<file path="config.mk">
export PLATFORM = sky130hd
export DESIGN_NAME = mem_arbiter_flat
export DESIGN_NICKNAME = d
export VERILOG_FILES = /design/src/rtl/mem_arbiter_pkg.sv /design/src/rtl/mem_arbiter_if.sv /design/src/rtl/mem_arbiter.sv /design/src/flat_wrapper.sv
export SDC_FILE = /design/constraint.sdc
export NUM_CORES = 1
export LEC_CHECK = 0
export BUFFER_PORTS_ARGS = -buffer_cell sky130_fd_sc_hd__buf_4
export CAP_MARGIN = 30
export CELL_PAD_IN_SITES_DETAIL_PLACEMENT = 1
export CELL_PAD_IN_SITES_GLOBAL_PLACEMENT = 1
export CORE_ASPECT_RATIO = 1.25
export CORE_MARGIN = 2
export CORE_UTILIZATION = 25
export CTS_CLUSTER_SIZE = 8
export DETAILED_ROUTE_END_ITERATION = 7
export HOLD_SLACK_MARGIN = 0.05
export PLACE_DENSITY_LB_ADDON = 0.1
export SLEW_MARGIN = 20
export SYNTH_ARGS = -nofsm -noshare
export SYNTH_HDL_FRONTEND = slang
export SYNTH_SLANG_ARGS = --single-unit
</file>
<file path="constraint.sdc">
create_clock -name Clock -period 1.9 [get_ports Clock]
set_input_delay 0.38 -clock Clock [delete_from_list [all_inputs] [get_ports Clock]]
set_output_delay 0.38 -clock Clock [all_outputs]
set_load 0.03 [all_outputs]
</file>
<file path="src/rtl/mem_arbiter_pkg.sv">
// Shared types and constants for the unified-memory arbiter slice.
package mem_arb_pkg;

  localparam int unsigned DEF_ADDR_W = 16;
  localparam int unsigned DEF_DATA_W = 32;
  localparam logic [3:0]  FULL_BE    = 4'hF;

  typedef enum logic [1:0] {
    IDLE,
    BUSY_D,
    BUSY_I
  } arbState_t;

  // Data-grant streak: counts only while a fetch is waiting, saturating at lim.
  function automatic logic [3:0] nextStreak(input logic [3:0] cur,
                                            input logic [3:0] lim,
                                            input logic       fetchWaiting);
    if (!fetchWaiting)
      return '0;
    else if (cur >= lim)
      return lim;
    else
      return cur + 4'd1;
  endfunction

endpackage

</file>
<file path="src/rtl/mem_arbiter_if.sv">
// Processor-side (fetch/data) and memory-side handshake bundle of the arbiter.
interface mem_arbiter_if
  import mem_arb_pkg::*;
#(
  parameter int unsigned ADDR_W = DEF_ADDR_W,
  parameter int unsigned DATA_W = DEF_DATA_W
);

  logic              IReq;
  logic [ADDR_W-1:0] IAddr;
  logic [DATA_W-1:0] IData;
  logic              IAck;

  logic              DRead;
  logic              DWrite;
  logic [ADDR_W-1:0] DAddr;
  logic [DATA_W-1:0] DWData;
  logic [3:0]        DByteEn;
  logic [DATA_W-1:0] DRData;
  logic              DAck;

  logic              MReq;
  logic              MWe;
  logic [ADDR_W-1:0] MAddr;
  logic [DATA_W-1:0] MWData;
  logic [3:0]        MByteEn;
  logic [DATA_W-1:0] MRData;
  logic              MAck;

  modport master (
    input  IReq, IAddr, DRead, DWrite, DAddr, DWData, DByteEn, MRData, MAck,
    output IData, IAck, DRData, DAck, MReq, MWe, MAddr, MWData, MByteEn
  );

  modport slave (
    output IReq, IAddr, DRead, DWrite, DAddr, DWData, DByteEn, MRData, MAck,
    input  IData, IAck, DRData, DAck, MReq, MWe, MAddr, MWData, MByteEn
  );

endinterface

</file>
<file path="src/rtl/mem_arbiter.sv">
// Arbitrates fetch and load/store ports onto one single-port memory; data has
// priority, a streak counter forces a pending fetch after STARVE_MAX data grants.
module mem_arbiter
  import mem_arb_pkg::*;
#(
  parameter int unsigned ADDR_W     = DEF_ADDR_W,
  parameter int unsigned DATA_W     = DEF_DATA_W,
  parameter int unsigned STARVE_MAX = 4
) (
  input  logic          Clock,
  input  logic          nReset,
  mem_arbiter_if.master bus,
  output logic          Stall,
  output logic          ProtErr
);

  localparam logic [3:0] STREAK_MAX = 4'(STARVE_MAX);

  arbState_t         state;
  logic [3:0]        streak;
  logic              mReq;
  logic              mWe;
  logic [ADDR_W-1:0] mAddr;
  logic [DATA_W-1:0] mWData;
  logic [3:0]        mByteEn;
  logic [DATA_W-1:0] iData;
  logic [DATA_W-1:0] dRData;
  logic              iAck;
  logic              dAck;

  logic dPend;
  logic iPend;
  logic ackCycle;
  logic dGrant;
  logic iGrant;

  always_comb begin
    dPend    = bus.DRead | bus.DWrite;
    iPend    = bus.IReq;
    ackCycle = iAck | dAck;
    dGrant   = dPend & (~iPend | (streak < STREAK_MAX));
    iGrant   = iPend & ~dGrant;
  end

  assign Stall = (bus.IReq & ~iAck) | ((bus.DRead | bus.DWrite) & ~dAck);

  assign bus.MReq    = mReq;
  assign bus.MWe     = mWe;
  assign bus.MAddr   = mAddr;
  assign bus.MWData  = mWData;
  assign bus.MByteEn = mByteEn;
  assign bus.IData   = iData;
  assign bus.DRData  = dRData;
  assign bus.IAck    = iAck;
  assign bus.DAck    = dAck;

  always_ff @(posedge Clock or negedge nReset) begin
    if (!nReset) begin
      state   <= IDLE;
      streak  <= '0;
      mReq    <= 1'b0;
      mWe     <= 1'b0;
      mAddr   <= '0;
      mWData  <= '0;
      mByteEn <= '0;
      iData   <= '0;
      dRData  <= '0;
      iAck    <= 1'b0;
      dAck    <= 1'b0;
      ProtErr <= 1'b0;
    end else begin
      iAck <= 1'b0;
      dAck <= 1'b0;
      if (bus.DRead & bus.DWrite)
        ProtErr <= 1'b1;

      unique case (state)
        IDLE: begin
          if (bus.MAck)
            ProtErr <= 1'b1;
          // No issue in an Ack cycle: the finishing requester still holds its
          // request, and skipping the cycle for both keeps the streak meaningful.
          if (!ackCycle) begin
            if (dGrant) begin
              state   <= BUSY_D;
              mReq    <= 1'b1;
              mAddr   <= bus.DAddr;
              mWe     <= bus.DWrite;
              mWData  <= bus.DWrite ? bus.DWData : '0;
              mByteEn <= bus.DWrite ? bus.DByteEn : FULL_BE;
              streak  <= nextStreak(streak, STREAK_MAX, iPend);
            end else if (iGrant) begin
              state   <= BUSY_I;
              mReq    <= 1'b1;
              mAddr   <= bus.IAddr;
              mWe     <= 1'b0;
              mWData  <= '0;
              mByteEn <= FULL_BE;
              streak  <= '0;
            end
          end
        end

        BUSY_D: begin
          if (bus.MAck) begin
            state <= IDLE;
            mReq  <= 1'b0;
            dAck  <= 1'b1;
            if (!mWe)
              dRData <= bus.MRData;
          end
        end

        BUSY_I: begin
          if (bus.MAck) begin
            state <= IDLE;
            mReq  <= 1'b0;
            iAck  <= 1'b1;
            iData <= bus.MRData;
          end
        end

        default: begin
          state <= IDLE;
          mReq  <= 1'b0;
        end
      endcase
    end
  end

endmodule

</file>
<file path="src/flat_wrapper.sv">
// flat-port wrapper written by rule: the top's interface ports become plain ports
module mem_arbiter_flat import mem_arb_pkg::*;
#(
  parameter int unsigned ADDR_W     = DEF_ADDR_W,
  parameter int unsigned DATA_W     = DEF_DATA_W,
  parameter int unsigned STARVE_MAX = 4
)
  (Clock, nReset, Stall, ProtErr, bus_IReq, bus_IAddr, bus_DRead, bus_DWrite, bus_DAddr, bus_DWData, bus_DByteEn, bus_MRData, bus_MAck, bus_IData, bus_IAck, bus_DRData, bus_DAck, bus_MReq, bus_MWe, bus_MAddr, bus_MWData, bus_MByteEn);
  mem_arbiter_if #(.ADDR_W(ADDR_W), .DATA_W(DATA_W)) bus_i ();
  input  logic Clock;
  input  logic nReset;
  output logic Stall;
  output logic ProtErr;
  input wire logic [$bits(bus_i.IReq)-1:0] bus_IReq;
  input wire logic [$bits(bus_i.IAddr)-1:0] bus_IAddr;
  input wire logic [$bits(bus_i.DRead)-1:0] bus_DRead;
  input wire logic [$bits(bus_i.DWrite)-1:0] bus_DWrite;
  input wire logic [$bits(bus_i.DAddr)-1:0] bus_DAddr;
  input wire logic [$bits(bus_i.DWData)-1:0] bus_DWData;
  input wire logic [$bits(bus_i.DByteEn)-1:0] bus_DByteEn;
  input wire logic [$bits(bus_i.MRData)-1:0] bus_MRData;
  input wire logic [$bits(bus_i.MAck)-1:0] bus_MAck;
  output wire logic [$bits(bus_i.IData)-1:0] bus_IData;
  output wire logic [$bits(bus_i.IAck)-1:0] bus_IAck;
  output wire logic [$bits(bus_i.DRData)-1:0] bus_DRData;
  output wire logic [$bits(bus_i.DAck)-1:0] bus_DAck;
  output wire logic [$bits(bus_i.MReq)-1:0] bus_MReq;
  output wire logic [$bits(bus_i.MWe)-1:0] bus_MWe;
  output wire logic [$bits(bus_i.MAddr)-1:0] bus_MAddr;
  output wire logic [$bits(bus_i.MWData)-1:0] bus_MWData;
  output wire logic [$bits(bus_i.MByteEn)-1:0] bus_MByteEn;
  assign bus_i.IReq = bus_IReq;
  assign bus_i.IAddr = bus_IAddr;
  assign bus_i.DRead = bus_DRead;
  assign bus_i.DWrite = bus_DWrite;
  assign bus_i.DAddr = bus_DAddr;
  assign bus_i.DWData = bus_DWData;
  assign bus_i.DByteEn = bus_DByteEn;
  assign bus_i.MRData = bus_MRData;
  assign bus_i.MAck = bus_MAck;
  assign bus_IData = bus_i.IData;
  assign bus_IAck = bus_i.IAck;
  assign bus_DRData = bus_i.DRData;
  assign bus_DAck = bus_i.DAck;
  assign bus_MReq = bus_i.MReq;
  assign bus_MWe = bus_i.MWe;
  assign bus_MAddr = bus_i.MAddr;
  assign bus_MWData = bus_i.MWData;
  assign bus_MByteEn = bus_i.MByteEn;
  mem_arbiter #(.ADDR_W(ADDR_W), .DATA_W(DATA_W), .STARVE_MAX(STARVE_MAX)) u_core (.Clock(Clock), .nReset(nReset), .bus(bus_i), .Stall(Stall), .ProtErr(ProtErr));
endmodule
</file>
==> impl_results.md, run 1 <==
- Status: complete, no violations
- Port buffer count: between 200 and 250
- Share of the yosys chip area belonging to registers: about three fifths
- Leakage: 3.78 nW
- Initial Util: 25.3%
- Placeable Area: between 20000 and 25000 sq um
- Clk root buf: clkbuf_16
- Ant diodes: 0
- WS Path Type: flop to flop
- CP required: 2.24 ns
- Worst r2r src: u_core.state[1]
- Slew @ Worst Pin: 0.553 ns
- Synth unique cells: 34
- DR DRC count: 0
- Pwr Density: approximately 2000 nW/um^2
- Endpoints failing hold: 0
- Max incr delay on CP: a little under 0.4 ns
- CTS Sinks: between 100 and 150
- Largest net degree at the start of global routing: 97
- Setup crit start: u_core.state[1]
- CTS tree: built
- DP HPWL: 12200 microns
- Final core occ: a little under two fifths
- Initial antenna violation count: 1
- Chip height: 168 microns
- DIE WIDTH: 136 microns
- Final worst-path cycle share: 89.5%
- Final Wtd Congestion: between 0.7 and 0.8
- DRT iter0 DRCs: 156
- Mapped Area: 5410 sq um
- Vias per cell: 4.56
- R2R setup slack: 0.20 ns
- Number of max-cap violations: 0
- Fin Hold WS: about 0.19 ns
- GRT Total Usage: 15.4%
- Final slew viol count: 0
- Fillers: 2387
- H-tree Lvls: 4
- Clk_lat worst skew: 0.43 ns
- Number of routed nets with antenna violations: 0
- RSZ-0062 raised after global routing: false
- Vias in the first global route: 4899
- Layout cells sized above 1: about 54%
- Hold WC Path Type: input pin to flop
- TritonCTS Buffers: 17
- Synth Instances: 440
- Vias: between 4000 and 5000
- Skew final: 0.0137 ns
- Post-route setup TNS: 0 ns
- Crit path to: u_core.streak[0]
- Global route overflow: 0
- Ys Warns: 0
- Routed len/inst: between 15 and 20 microns
- CP max stage cell: dfrtp_1
- Number of synthesized register bits: 127
- Crit path max fanout: 18
- Crit. End Element: flop
- Clock slew at reported path FFs: 0.06 ns
- Most common cell after layout, fill and taps aside: buf_4
- Final Critical Period: between 1.5 and 2 ns
- Reg2Reg Depth: 6
- First-pass GRT wire length: 27100 microns
- CTS Buffer Depth: 2
- F_max: 588 MHz
- Synth Net Count: 550
- Die ar.: 22800 sq um
- Crit-path cells: inv_1 -> ha_1 -> nor3b_2 -> buf_4 -> nand4_1 -> mux2i_4
- Most frequent cells in the layout: 239 x buf_4, 127 x dfrtp_1, 64 x mux2_2
- Reg-to-Reg End: u_core.streak[0]
- Max VDD drop: between 0.8 and 0.9 mV
- CP arrival: about 2 ns
- Area growth syn-to-layout: 50.0%
- Number of core rows: 60
- Io pins: 228
- WL final: 17100 microns
- Rel. slew slack: 63.1%
- Final setup vio count: 0
- Final Net Count: 781
- Critical path launch point type: flop
- Syn Area/Cell: 12.3 sq um
- Drt pass-1 iters: 4
## worst max-delay path, delay by kind of cell (launching register included)
family	cells	cell delay, ns
simple gates	2	0.45
buf+inv	2	0.41
fa+ha+maj	1	0.21
mux	1	0.17
flops	1	0.39
## synthesized netlist by cell type (all sizes together)
master     n  area, sq um
o21a       5         37.5
nor2b      2         12.5
nand3     17         85.1
nor2       3         11.3
a221o      1         10.0
nand4b     4         35.0
mux2i      3         42.5
a21oi     17         85.1
inv       40          150
nand2b     1         6.26
dfrtp    127         3180
a211o      2         17.5
o211ai     2         15.0
or3        1         11.3
or2        1         6.26
and2       2         15.0
o22ai      1         6.26
clkbuf    21         78.8
nor3b      1         7.51
mux2      64          721
nand2      4         15.0
o2111ai    1         8.76
nand4     36          225
buf       13         88.8
o21ai     50          284
ha         4         50.1
a31oi     17          206
## flip-flops by register name, summed over array words and instances (netlist names)
signal	count
u_core.bus.MAddr	16
u_core.bus.MWe	1
u_core.ProtErr	1
u_core.bus.MReq	1
u_core.bus.MWData	32
u_core.bus.IData	32
u_core.bus.IAck	1
u_core.state	2
u_core.bus.DAck	1
u_core.bus.MByteEn	4
u_core.bus.DRData	32
u_core.streak	4
## per-stage QoR
stage	power [W]	area, sq um	std cells	worst slack (ns)
after global routing	0.0169	8120	963	0.0475
final	0.0159	8120	963	0.200
after CTS	0.0161	8100	962	0.101
after floorplan	0.00962	5410	440	0.242
after detailed placement	0.0128	7500	929	0.100
after global placement	0.0126	7500	929	0.208
## cell families after synthesis
| family | synth area share, % |
|---|---|
| compound gates | 12.4 |
| simple gates | 7.96 |
| flops | 58.7 |
| mux | 14.1 |
| buf+inv | 5.87 |
| fa+ha+maj | 0.925 |
## cell type report
cell class / instances / area [sq um] / share of cell area, %
clock buffer: 20 / 457 / 5.63
tap: 279 / 349 / 4.30
multi-input combinational: 239 / 1930 / 23.8
clock inverter: 12 / 135 / 1.67
timing repair buffer: 246 / 1920 / 23.6
inverter: 40 / 150 / 1.85
sequential: 127 / 3180 / 39.2
## how the worst min path moves through the flow
stage	depth (start not counted)	end	slack, ns	start
4_1_cts	2	u_core.bus.IData[28]	0.17	bus_MRData[28]
6_report	2	u_core.bus.IData[28]	0.19	bus_MRData[28]
2_1_floorplan	0	u_core.ProtErr	0.08	nReset
3_5_place_dp	2	u_core.bus.MAddr[12]	0.46	nReset
3_3_place_gp	2	u_core.bus.MAddr[12]	0.45	nReset
5_1_grt	2	u_core.bus.IData[27]	0.18	bus_MRData[27]
## power breakdown
group	switching [W]	internal (W)	total, W
sequential	0.000707	0.00396	0.00467
combinational	0.00479	0.00320	0.00798
clock	0.00126	0.00200	0.00326
## repair_timing
| item | 4_1_cts | 5_1_grt |
|---|---|---|
| resized for setup | 0 | 1 |
| hold buffers | 1 | 0 |
| setup endpoints to repair | 0 | 17 |
| buffers inserted | 0 | 1 |
| hold endpoints to repair | 37 | 0 |
## per-layer routing
layer / track usage [%] / routed length, microns / vias to the layer above
met4: 5.57 / 262 / 2
met2: 25.9 / 8640 / 143
li1: - / - / 2029
met1: 17.4 / 6710 / 2195
met5: 0 / 16 / -
met3: 6.53 / 1500 / 21
No activity file was read; power rests on OpenSTA's default activity.
==> run 2, diff against run 1 <==
--- a/config.mk
+++ b/config.mk
@@ -5,6 +5,7 @@
 export SDC_FILE = /design/constraint.sdc
 export NUM_CORES = 1
 export LEC_CHECK = 0
+export ABC_AREA = 1
 export BUFFER_PORTS_ARGS = -buffer_cell sky130_fd_sc_hd__buf_4
 export CAP_MARGIN = 30
 export CELL_PAD_IN_SITES_DETAIL_PLACEMENT = 1
==> constraint.sdc (replaced) <==
create_clock -name Clock -period 1.4 [get_ports Clock]
set_input_delay 0.28 -clock Clock [delete_from_list [all_inputs] [get_ports Clock]]
set_output_delay 0.28 -clock Clock [all_outputs]
set_load 0.03 [all_outputs]
==> impl_results.md, run 2 <==
- WL final: 18300 microns
- Mapped Area: 5420 sq um
- DRT iter0 DRCs: between 150 and 200
- F_max: 663 MHz
- Skew final: 0.0139 ns
- Vias: 5052
- TritonCTS Buffers: 17
- Area of placed instances: 7520 sq um
- Drt pass-1 iters: 4
- Rel. slew slack: 74.3%
- Async S/R FF share, synth: 100%
- Cell taking the most area after synthesis: dfrtp_1
- Final Wtd Congestion: just under 0.8
- Io pins: 228
- Placeable Area: 21400 sq um
- H-tree Lvls: 4
- Vias per cell: 4.43
- Leakage: 4.55 nW
- Initial antenna violation count: 0
- Largest net degree at the start of global routing: a little over 70
- Area growth syn-to-layout: 60.0%
- WS Path Type: flop to output port
- Global route overflow: 0
- Clk root buf: clkbuf_16
- Final setup vio count: 26
- Final instance area: between 8000 and 9000 sq um
- Clock slew at reported path FFs: 0.05 ns
- Dpl cells: approximately 1100
- DIE WIDTH: 136 microns
- Number of synthesized register bits: 127
- GRT met3 Usage: ~5.7%
- Die ar.: 22900 sq um
- Final WS setup: -0.107 ns
- CTS Sinks: roughly 130
- Most frequent cells in the layout: 234 x buf_4, 142 x nand2_1, 126 x dfrtp_1
- Crit. End Element: output port
- Non-Filler Instances: 1140
- Most frequent cell after synthesis: nand2_1
- Final Critical Period: around 1.5 ns
- Endpoints failing hold: 0
- Status: finished with violations
- CTS Buffer Depth: 2
- Met1 Use GR: 19.5%
- Crit path max fanout: 3
- Fin Hold WS: 0.133 ns
- DP HPWL: 12000 microns
- Synth Net Count: roughly 700
- DR DRC count: 0
- Number of core rows: 60
- Port buffer count: 227
- Prevailing post-synth register cell: dfrtp_1
- Slew @ Worst Pin: 0.385 ns
- CTS tree: built
- Vias in the first global route: between 5000 and 6000
- Max VDD drop: 0.999 mV
- Ant diodes: 0
- Pwr Density: around 2500 nW/um^2
- M2 GR Usage: approximately 25%
- RSZ-0062 raised after global routing: true
- Gr busiest metal: met2
- Hold WC Path Type: input pin to flop
- Layout cells sized above 1: 42.0%
- Number of synthesized flops with an enable pin: 0
- Ys Warns: 0
- Share of the yosys chip area belonging to registers: 58.6%
- First-pass GRT wire length: 28100 microns
- CP arrival: around 1.2 ns
- Initial Util: 25.3%
- Max incr delay on CP: 0.38 ns
- Most common cell after layout, fill and taps aside: buf_4
- Post-route setup TNS: -0.769 ns
- Routed len/inst: approximately 16 microns
- Final slew viol count: 0
- Syn Area/Cell: 8.90 sq um
- Final Net Count: around 960
- Synth Instances: 609
- Chip height: 169 microns
- Final worst-path cycle share: 108%
- Number of routed nets with antenna violations: 0
- CP max stage cell: dfrtp_1
- Post-synth top cells: 173 x nand2_1, 127 x dfrtp_1, 73 x inv_1
- Synth unique cells: 24
- GRT Total Usage: 15.6%
- Cell repeated most along the worst path: buf_6
- CP required: 1.12 ns
- Crit-path cells: buf_6 -> o22ai_4 -> buf_6
- Number of max-cap violations: 0
- Failing checks: negative setup slack
- Largest cells by area after synthesis: dfrtp_1 59%, nand2_1 12%, inv_1 5.1%
- Clk_lat worst skew: 0.41 ns
- Yosys top cell area share: 58.6%
- Critical path launch point type: flop
run 2: repair_timing:
item                                    CTS  global route
pin swaps                                 2             6
hold buffers                              1             0
gates cloned                              1            10
resized for setup                        14            85
hold endpoints to repair                 29             0
buffers inserted                          2             0
endpoints found under the setup margin   90            90
run 2: critical path, delay by kind of cell, from the launching register on:
kind / cells / cell delay (ns)
buffers and inverters: 2 / 0.29
AO/OA/AOI/OAI: 1 / 0.14
flip-flops: 1 / 0.38
run 2: path summary, 6_finish.rpt:
| check | start | end | slack, ns | cells after the start |
|---|---|---|---|---|
| min in group asynchronous | nReset | u_core.bus.IData[17] | 0.34 | 2 |
| max | u_core.bus.IAck | Stall | -0.11 | 3 |
| min reg2reg | u_core.bus.MByteEn[3] | u_core.bus.MByteEn[3] | 0.49 | 2 |
| max in group asynchronous | nReset | u_core.bus.IData[4] | 0.52 | 3 |
| max reg2reg | u_core.state[1] | u_core.bus.DRData[1] | -0.06 | 7 |
| min | bus_MAck | u_core.bus.DAck | 0.13 | 3 |
run 2: cell type report:
type | instances | area (sq um)
Inverter | 75 | 289
Multi-Input combinational cell | 366 | 2040
Clock inverter | 13 | 163
Fill cell | 2490 | 12700
Sequential cell | 127 | 3180
Timing Repair Buffer | 260 | 2210
Timing Repair inverter | 1 | 6.26
Tap cell | 279 | 349
Clock buffer | 19 | 433
run 2: where the power goes:
part | total, W | internal [W] | switching [W]
Combinational | 0.0108 | 0.00413 | 0.00668
Sequential | 0.00651 | 0.00535 | 0.00117
Clock | 0.00449 | 0.00281 | 0.00168
Total | 0.0218 | 0.0123 | 0.00952
run 2: logic make-up (layout without fill, tap and decap cells):
| kind of cell | count (synthesis) | after routing | share of synthesized area (%) |
|---|---|---|---|
| buffers and inverters | 117 | 368 | 9.74 |
| adders and majority gates | 4 | 4 | 0.923 |
| and+or+nand+nor | 254 | 255 | 20.6 |
| DFF | 127 | 127 | 58.6 |
| AOI/OAI and AO/OA | 107 | 107 | 10.1 |
run 2: through the flow:
stage	worst slack, ns	total power, W	utilization, %
global route	-0.179	0.0233	40.5
floorplan	0.0319	0.0122	-
finish	-0.107	0.0218	40.5
detailed placement	-0.126	0.0162	35.2
CTS	-0.137	0.0212	38.4
global placement	-0.0496	0.0160	35.2
run 2: metal layers:
metal  routed length, microns  share of wire (%)  up-vias
met3                     1420                7.8       18
met2                     8870                 48      159
met5                        0                  0        -
met4                      244                1.3        0
li1                         -                  -     2447
met1                     7770                 42     2428
==> run 3, diff against run 2 <==
--- a/config.mk
+++ b/config.mk
@@ -17,7 +17,7 @@
 export DETAILED_ROUTE_END_ITERATION = 7
 export HOLD_SLACK_MARGIN = 0.05
 export PLACE_DENSITY_LB_ADDON = 0.1
-export SLEW_MARGIN = 20
+export RECOVER_POWER = 25
 export SYNTH_ARGS = -nofsm -noshare
 export SYNTH_HDL_FRONTEND = slang
 export SYNTH_SLANG_ARGS = --single-unit
==> impl_results.md, run 3 (same netlist as run 2, synthesis figures left out) <==
- Setup crit start: u_core.state[1]
- Max VDD drop: 0.998 mV
- Initial Util: 25.3%
- Number of max-cap violations: 0
- Final Critical Period: roughly 1.5 ns
- R2R setup slack: -0.12 ns
- Number of core rows: 60
- Reg-to-Reg End: u_core.bus.DRData[1]
- Crit path to: u_core.bus.DRData[1]
- Reg2Reg Depth: 7
- Crit. End Element: flop
- F_max: 659 MHz
- DP HPWL: 12000 microns
- Gr busiest metal: met2
- DRT iter0 DRCs: 155
- Status: finished with violations
- Skew final: 0.0138 ns
- CTS Buffer Depth: 2
- Io pins: 228
- Final Wtd Congestion: 0.775
- Port buffer count: 227
- Routed len/inst: around 16 microns
- GRT Total Usage: 15.6%
- Final setup vio count: 31
- CTS tree: built
- Endpoints failing hold: 0
- Number of routed nets with antenna violations: 0
- Met1 Use GR: 19.5%
- Final core occ: 40.5%
- Most frequent cells in the layout: 234 x buf_4, 142 x nand2_1, 126 x dfrtp_1
- Clk_lat worst skew: 0.41 ns
- Final Net Count: 958
- First-pass GRT wire length: 28100 microns
- Hold WC Path Type: input pin to flop
- Die ar.: 22900 sq um
- WS Path Type: flop to flop
- Clk root buf: clkbuf_16
- Initial antenna violation count: 0
- CP arrival: 1.81 ns
- M2 GR Usage: 25.3%
- Final slew viol count: 0
- DR DRC count: 0
- WL final: roughly 18000 microns
- Layout cells sized above 1: between 40% and 50%
- Failing checks: negative setup slack
- Crit path max fanout: 7
- RSZ-0062 raised after global routing: true
- Worst r2r src: u_core.state[1]
- GRT met3 Usage: about 5.7%
- Rel. slew slack: a little over a third
- Most common cell after layout, fill and taps aside: buf_4
- Chip height: 169 microns
- TritonCTS Buffers: 17
- Clock slew at reported path FFs: 0.06 ns
- Critical path launch point type: flop
- Leakage: around 4.6 nW
- Pwr Density: 2510 nW/um^2
- Final WS setup: -0.118 ns
- Placeable Area: 21400 sq um
- Vias in the first global route: 5361
- Vias per cell: approximately 4.4
- H-tree Lvls: 4
- Final worst-path cycle share: 108%
- Slew @ Worst Pin: 0.974 ns
- CP required: 1.69 ns
- Ant diodes: 0
- Fillers: between 2000 and 2500
- Drt pass-1 iters: 4
- CTS Sinks: 127
- Global route overflow: 0
- Largest net degree at the start of global routing: 71
- DIE WIDTH: approximately 140 microns
- Vias: 5065
- Pwr Total: 0.0218 W
- Area growth syn-to-layout: 59.9%
==> run 3: cell count changes in the layout (fill, tap and decap cells not counted) <==
| cell | delta |
|---|---|
| buf_6 | -1 |
| clkbuf_2 | +1 |
| inv_1 | +1 |
| inv_2 | -1 |
==> run 3: worst min path at each step <==
| stage | start | end | slack [ns] | cells past startpoint |
|---|---|---|---|---|
| 2_1_floorplan | nReset | u_core.ProtErr | -0.02 | 0 |
| 3_3_place_gp | nReset | u_core.bus.DRData[17] | 0.21 | 1 |
| 3_5_place_dp | nReset | u_core.bus.IData[17] | 0.21 | 1 |
| 4_1_cts | bus_MAck | u_core.bus.DAck | 0.10 | 3 |
| 5_1_grt | bus_DWData[4] | u_core.bus.MWData[4] | 0.11 | 3 |
| 6_report | bus_MAck | u_core.bus.DAck | 0.13 | 3 |
==> run 3: layer usage <==
layer | share of wire (%) | wire length [microns]
met5 | 0 | 0
met1 | 42 | 7770
met3 | 7.8 | 1420
met4 | 1.3 | 245
met2 | 48 | 8870
==> run 3: timing repair <==
action	in CTS	in global routing
endpoints found under the setup margin	90	90
cloned	1	10
gates resized for setup	14	85
pin swaps	2	6
hold buffers	1	0
hold endpoints to repair	29	0
setup buffers	2	0
==> run 3: metrics by stage <==
stage               setup TNS (ns)  worst slack [ns]  cell area (sq um)  instances  hold WS, ns
CTS                         -0.140            -0.137               8210       1130        0.102
floorplan                        0            0.0319               5420        609      -0.0156
detailed placement           -3.40            -0.126               7520       1094        0.207
finish                       -2.37            -0.118               8670       1140        0.132
global placement            -0.551           -0.0496               7520       1094        0.206
global route                -11.38            -0.179               8670       1140        0.115
==> run 3: layout make-up <==
type	count	area [sq um]	area share (%)
Timing Repair inverter	1	6.26	0.0722
Timing Repair Buffer	260	2210	25.5
Sequential cell	127	3180	36.7
Inverter	75	289	3.33
Clock inverter	13	163	1.88
Tap cell	279	349	4.03
Multi-Input combinational cell	366	2040	23.6
Clock buffer	19	433	4.99
==> run 3: worst max-delay path, cell delays in order (launching register included) <==
cell	delay, ns
dfrtp_1	0.38
inv_1	0.16
ha_4	0.17
nand2_4	0.05
or2_4	0.33
clkbuf_16	0.21
nand2_2	0.05
o21ai_1	0.06
==> run 3: power by group <==
group	internal, W	switching (W)	total, W
logic	0.00412	0.00668	0.0108
registers	0.00535	0.00116	0.00651
clock network	0.00281	0.00169	0.00450
total	0.0123	0.00953	0.0218
